## src/rtl/cpu_run_ctrl.sv

```systemverilog
// cpu_run_ctrl: run controller that resets, runs, freezes and dumps a single-cycle CPU
// Ports: clk/reset (async active-low) | start begins a run from IDLE or DONE
//        cpu_pc in, cpu_reset/cpu_en out: CPU control | rf_raddr/rf_rdata: debug register read
//        dump_valid/dump_ready/dump_data/dump_last: 33-word result stream (x0..x31, cycle count)
//        cycle_count/busy/done/timeout: run status
module cpu_run_ctrl #(
    parameter logic [63:0] END_PC     = 64'd60,
    parameter int unsigned MAX_CYCLES = 1000,
    parameter int unsigned CNT_W      = 32,
    parameter int unsigned RST_CYCLES = 2
) (
    input  logic             clk,
    input  logic             reset,
    input  logic             start,
    input  logic [63:0]      cpu_pc,
    output logic             cpu_reset,
    output logic             cpu_en,
    output logic [4:0]       rf_raddr,
    input  logic [63:0]      rf_rdata,
    output logic             dump_valid,
    input  logic             dump_ready,
    output logic [63:0]      dump_data,
    output logic             dump_last,
    output logic [CNT_W-1:0] cycle_count,
    output logic             busy,
    output logic             done,
    output logic             timeout
);
    localparam int RC_W = $clog2(RST_CYCLES + 1);
    typedef enum logic [2:0] {S_IDLE, S_RST, S_RUN, S_DUMP_REG, S_DUMP_CNT, S_DONE} state_e;
    state_e            state_q, state_d;
    logic [RC_W-1:0]   rc_q, rc_d;
    logic [CNT_W-1:0]  cnt_q, cnt_d, cnt_inc;
    logic [4:0]        raddr_q, raddr_d;
    logic              timeout_q, timeout_d;
    assign cnt_inc = cnt_q + CNT_W'(1);
    always_ff @(posedge clk or negedge reset) begin
        if (!reset) begin
            state_q   <= S_IDLE;
            rc_q      <= '0;
            cnt_q     <= '0;
            raddr_q   <= '0;
            timeout_q <= 1'b0;
        end else begin
            state_q   <= state_d;
            rc_q      <= rc_d;
            cnt_q     <= cnt_d;
            raddr_q   <= raddr_d;
            timeout_q <= timeout_d;
        end
    end
    always_comb begin
        state_d   = state_q;
        rc_d      = rc_q;
        cnt_d     = cnt_q;
        raddr_d   = raddr_q;
        timeout_d = timeout_q;
        case (state_q)
            S_IDLE, S_DONE: if (start) begin
                state_d   = S_RST;
                rc_d      = RC_W'(RST_CYCLES - 1);
                cnt_d     = '0;
                timeout_d = 1'b0;
            end
            S_RST: if (rc_q == '0) state_d = S_RUN; else rc_d = rc_q - RC_W'(1);
            S_RUN: begin
                cnt_d = cnt_inc;
                // end-of-program wins over budget expiry on the same edge
                if (cpu_pc >= END_PC) begin
                    state_d   = S_DUMP_REG;
                    timeout_d = 1'b0;
                end else if (cnt_inc == CNT_W'(MAX_CYCLES)) begin
                    state_d   = S_DUMP_REG;
                    timeout_d = 1'b1;
                end
            end
            // raddr wraps 31 -> 0 naturally, leaving it at 0 for the next run
            S_DUMP_REG: if (dump_ready) begin
                raddr_d = raddr_q + 5'd1;
                if (raddr_q == 5'd31) state_d = S_DUMP_CNT;
            end
            S_DUMP_CNT: if (dump_ready) state_d = S_DONE;
            default: state_d = S_IDLE;
        endcase
    end
    // cpu_reset is released from RUN onward so the frozen register file survives the dump
    assign cpu_reset   = (state_q == S_IDLE) || (state_q == S_RST);
    assign cpu_en      = state_q == S_RUN;
    assign rf_raddr    = raddr_q;
    assign dump_valid  = (state_q == S_DUMP_REG) || (state_q == S_DUMP_CNT);
    assign dump_last   = state_q == S_DUMP_CNT;
    assign dump_data   = state_q == S_DUMP_REG ? rf_rdata : state_q == S_DUMP_CNT ? 64'(cnt_q) : '0;
    assign cycle_count = cnt_q;
    assign busy        = (state_q != S_IDLE) && (state_q != S_DONE);
    assign done        = state_q == S_DONE;
    assign timeout     = timeout_q;
endmodule

```

## config.mk

```make
export PLATFORM = sky130hd
export DESIGN_NAME = cpu_run_ctrl
export DESIGN_NICKNAME = d
export VERILOG_FILES = /design/src/rtl/cpu_run_ctrl.sv
export SDC_FILE = /design/constraint.sdc
export NUM_CORES = 1
export LEC_CHECK = 0
export BUFFER_PORTS_ARGS = -buffer_cell sky130_fd_sc_hd__buf_2
export CORE_MARGIN = 4
export CORE_UTILIZATION = 30
export DETAILED_ROUTE_END_ITERATION = 6
export PLACE_DENSITY = 0.6
export RECOVER_POWER = 50
export SLEW_MARGIN = 5
export SYNTH_ARGS = -nofsm -noshare
export SYNTH_HDL_FRONTEND = slang
export SYNTH_SLANG_ARGS = --single-unit
export TNS_END_PERCENT = 30
```

## constraint.sdc

```tcl
create_clock -name clk -period 4.1 [get_ports clk]
set_clock_uncertainty 0.1 [all_clocks]
set_input_delay 0.205 -clock clk [delete_from_list [all_inputs] [get_ports clk]]
set_output_delay 0.205 -clock clk [all_outputs]
set_load 0.005 [all_outputs]
```

-- After elaboration in Yosys (flattened, before gate mapping)
Cells that the tools add are included.
Widths: inputs -> output; s select.
- flip-flop bits (word level): 43
- bits of input ports: 132
- output and inout bits: 108
- logic and storage cells: 57
- add/subtract/negate cells: 3
- order comparisons: 1
- eq/ne operators: 15
- multiplexer cells: 19
- reduce and logical (&&, ||, !) cells: 14
- operators with widths (kind ; count):
    $ge 64x6->1 const B ; 1
    $mux 32 ; 2
    $mux 64 ; 1
    $pmux 32 s2 ; 1
    $add 32x1->32 const B ; 1
    $eq 32x10->1 const B ; 1
    $mux 3 ; 7
    $pmux 3 s5 ; 1
    $ne 2x2->1 const B ; 6
    $eq 3x2->1 const B ; 2
    $eq 3x3->1 const B ; 2
    $reduce_and 3->1 ; 2
    $reduce_and 6->1 ; 1
    $add 5x1->5 const B ; 1
    $eq 5x5->1 const B ; 1
    $mux 2 ; 2
    $pmux 2 s2 ; 1
    $reduce_and 2->1 ; 2
    $reduce_bool 2->1 ; 2
    $eq 3x1->1 const B ; 1
    $logic_not 3->1 ; 1
    $mux 1 ; 3
    $ne 3x1->1 const B ; 1
    $ne 3x3->1 const B ; 1
    other kinds (7) ; 8

-- Longest topological paths before layout
- depth after elaboration: 5
- gate-level depth with buffers: 9
- gate-level depth less buffers: 9

-- Worst setup path before layout
No wires, ideal clock.
- path kind: register to register
- from: reg cnt_q[1], in the netlist cycle_count[1]
- to: reg timeout_q, in the netlist timeout
- setup time: 0.077 ns
- arrival time: 2.225 ns
- required time: 3.923 ns
- setup slack: 1.698 ns
- cell stages (with the launch flop): 9
- buffers on the path: 1
- period minus slack after synthesis: 2.402 ns
- cell sequence: dfrtp_1 buf_2 nand4_2 or4_1 nor4_2 xor2_1 nor4_2 nand4b_1 a21oi_1
- longest elaborated chain between the ends: 4
- RTL lines (item ; RTL line ; RTL):
    start: declaration ; 33 ; logic [CNT_W-1:0] cnt_q, cnt_d, cnt_inc;
    start signal: assignment ; 47 ; cnt_q <= cnt_d;
    $add 32x1->32 ; 36 ; assign cnt_inc = cnt_q + CNT_W'(1);
    $eq 32x10->1 ; 72 ; end else if (cnt_inc == CNT_W'(MAX_CYCLES)) begin
    $ne 3x1->1 (no line) ; - ;
    $reduce_and 3->1 (no line) ; - ;
    end signal: assignment ; 49 ; timeout_q <= timeout_d;
    end: declaration ; 35 ; logic timeout_q, timeout_d;
Every way passes these cells.
A chain may end at the register's enable or synchronous reset.

-- Worst setup path in the final report
- from: reg cnt_q[0], in the netlist cycle_count[0]
- to: reg timeout_q, in the netlist timeout
Same word-level chain as after synthesis.

==> impl_metrics.toml <==
[sta]
unrepaired_setup_endpoints_after_global_routing = "false"
final_critical_period_ns = 3.20
timing.setup.tns_ns = 0
timing.max_slew.rel_slack_pct = -63.8
worst-slew-pin-transition_ns = 2.46
finalHoldViolCount = 0
drv_slew = 44
max_freq_ghz = 0.313
setup_viol = 0
final.period_utilization_pct = 78.0
hold_slack_ns = 0.125

[yosys]
synth_cells = 491
synth_edf_count = 0
synth.distinct_cells = 60
synth_area_per_cell_sq_um = 7.78
netlist_area_sq_um = 3820
fraction_of_synthesis_flops_using_an_asynchronous_set_or_reset_pin_pct = 100
synth.most_common_cell = "o21ai_0"
synth_top_cell_area_share_pct = 28.2
synth-seq-cells = 43
synth_top_flop_cell = "dfrtp_1"
synth_top_cells_by_count = "o21ai_0, dfrtp_1, and3_1, nor2_1, clkbuf_1"
post_synth_main_area_contributors = "dfrtp_1, a22o_1, and3_1"
synth_sequential_area_ratio_pct = 28.2
post_synthesis_net_count = 628
post-synth-top-area-cell = "dfrtp_1"
yosys_warnings = 0

[final_layout]
layout.cells.non_filler = 858
area_delta_synth_final_pct = 35.5
finish.net_count = 826
seq_area_sq_um = 1080
postLayoutCellArea_sq_um = 5180
drive_gt1_share_pct = 34.6
antennaDiodeCount = 0
fillers = 1263
multi_input_area_sq_um = 2480

[floorplan]
fp.coreArea_sq_um = 12300
die_w_um = 121
effective_utilization_at_floorplan_pct = 31.2
die_area_sq_um = 14600
ios = 240
placementRows = 40
floorplan.die.height_um = 121

[clock_network]
post_cts_hold_buffer_count = 0
postCtsSetupBuffers = 0
post_cts_resize_count = 0
worst_skew_pair.late_latency_ns = 0.29
tritoncts = "built"
maximum_buffer_depth_of_the_clock_tree = 2
number_of_sinks_driven_by_the_clock_tree = 43
tritoncts_buffer_count = 5
cts-htree-levels = 2
cts_root_buf = "clkbuf_16"
clk_transition_reported_paths_ns = 0.06

[critical_path]
critical_path_class = "reg -> reg"
critical_path_arrival_ns = 3.31
setup.reg_to_reg.worst_slack_ns = 0.90
worstSetupStartpointType = "flip-flop"
endpoint_kind = "flip-flop"
worst_r2r_path_depth = 8
worstReg2RegStart = "cycle_count[0]"
critical_path.max_fanout = 15
cp_data_required_time_ns = 4.21
r2r-end = "timeout"

[place]
gp_congestion = 0.907
dpl-instance-area_sq_um = 5040
buffer_ports.inserted = 237
dpl.cell_count = 850
hpwlAfterDp_mm = 11.0

[detailed_routing]
finalWirelength_mm = 14.6
drtPass1Iterations = 5
drt-wirelength-per-cell_um = 17.0
total_drc_errors_in_the_routed_layout = 0
detail_route.vias_per_cell = 5.47
via_count = 4696
drt-initial-drc-count = 277
detail-route-antenna-nets = 0

[pwr]
power.density_cell_area_nw_per_um2 = 366
power.leakage_uw = 0.00260
worst_ir_drop_vdd_mv = 0.235

[worst_hold_path]
worst_hold_path.endpoint = "rf_raddr[2]"
worst_hold_path.num_cells = 3
min-delay-path-class = "in -> reg"
hold_path.startpoint = "dump_ready"

[global_route]
track_usage_pct = 19.5
grt_max_degree = 44
grt_pass1_vias = 4438
grt_pass1_wl_mm = 23.1
antenna_found_initial = 0
globalRouteOverflowTotal = 0

[run]
cap_violations = 1

[outcome]
failed_checks = "max-capacitance violations, max-slew violations"
run_status = "finished, violations left"
==> stage by stage <==
step                util (%)  total power [uW]  worst slack [ns]
finish                  42.2              1900             0.902
detailed placement      41.1              1440             0.896
CTS                     42.5              1920             0.876
floorplan                  -              1070              1.70
global route            42.2              2040             0.556
global placement        41.1              1410              1.02
==> worst max-delay path by stage <==
| stage | start | end | slack (ns) | cells past startpoint |
|---|---|---|---|---|
| 3_5_place_dp | cycle_count[0] | timeout | 0.90 | 8 |
| 6_report | cycle_count[0] | timeout | 0.90 | 8 |
| 4_1_cts | cycle_count[0] | timeout | 0.88 | 8 |
| 3_3_place_gp | cycle_count[0] | timeout | 1.02 | 8 |
| 2_1_floorplan | cycle_count[1] | timeout | 1.70 | 8 |
| 5_1_grt | cycle_count[0] | timeout | 0.56 | 8 |
==> per-layer routing <==
metal | up-vias | part of all wire [%] | track usage [%] | routed length (um)
met5 | - | 0 | 0 | 0
met4 | 0 | 1.5 | 4.96 | 213
met3 | 12 | 6.4 | 2.71 | 936
met2 | 193 | 51 | 34.6 | 7360
met1 | 2231 | 42 | 24.8 | 6060
li1 | 2260 | - | - | -
==> cell type report <==
class / count / share of cell area, %
clock inverters: 2 / 0.677
well taps: 168 / 4.06
inverters: 11 / 0.798
multi-input cells: 384 / 47.8
flip-flops and latches: 43 / 20.8
clock buffers: 6 / 2.68
repair buffers: 244 / 23.2
==> placed cells by master (no fill, tap or decap), types with 3 or more instances in the layout <==
| cell type | Yosys | layout |
|---|---|---|
| buf_2 | 7 | 204 |
| o21ai_0 | 45 | 45 |
| dfrtp_1 | 43 | 43 |
| and3_1 | 40 | 40 |
| nor2_1 | 40 | 39 |
| nand2_1 | 33 | 33 |
| a22o_1 | 33 | 33 |
| clkbuf_1 | 38 | 32 |
| nand4_1 | 20 | 20 |
| nor4_1 | 17 | 17 |
| a21oi_1 | 17 | 16 |
| nand3_1 | 16 | 16 |
| inv_1 | 10 | 11 |
| a31oi_1 | 11 | 11 |
| o31ai_1 | 9 | 9 |
| nor3_1 | 7 | 7 |
| buf_4 | 5 | 7 |
| nor2b_1 | 6 | 6 |
| mux2i_1 | 5 | 5 |
| and4_1 | 5 | 5 |
| xnor2_1 | 5 | 5 |
| o41ai_1 | 5 | 5 |
| o21ai_1 | 5 | 5 |
| ha_1 | 5 | 5 |
| clkbuf_16 | 0 | 5 |
| nand2b_1 | 4 | 4 |
| or4_1 | 4 | 4 |
| xor2_1 | 4 | 4 |
| a41oi_1 | 4 | 4 |
| a211oi_1 | 4 | 4 |
| mux2_2 | 3 | 3 |
==> cells by family after synthesis <==
kind of cell	Yosys count	share of synthesized area, %
xor gates and xnor gates	9	2.06
muxes	8	2.19
DFF	43	28.2
AOI/OAI and AO/OA	145	25.3
buffers and inverters	64	7.44
adders and majority gates	5	1.64
and+or+nand+nor	217	33.2
==> flip-flops by register name (all words and copies together) (netlist names) <==
signal       cells
rc_q             2
rf_raddr         5
cycle_count     32
state_q          3
timeout          1
==> report_power, final <==
group	internal, uW	switching (uW)	leakage, uW
clock	303	171	0.0000868
combinational	343	474	0.00193
sequential	473	132	0.000586
total	1120	776	0.00260
==> worst max-delay path, cell delays in order, from the launching register on <==
cell      delay, ns
dfrtp_1        0.64
ha_1           0.50
nand3_1        0.33
nor4_1         0.25
a21boi_0       0.11
or4b_1         0.54
nor4_2         0.34
nand4b_1       0.14
a21oi_1        0.17
(Power assumes the default switching activity.)
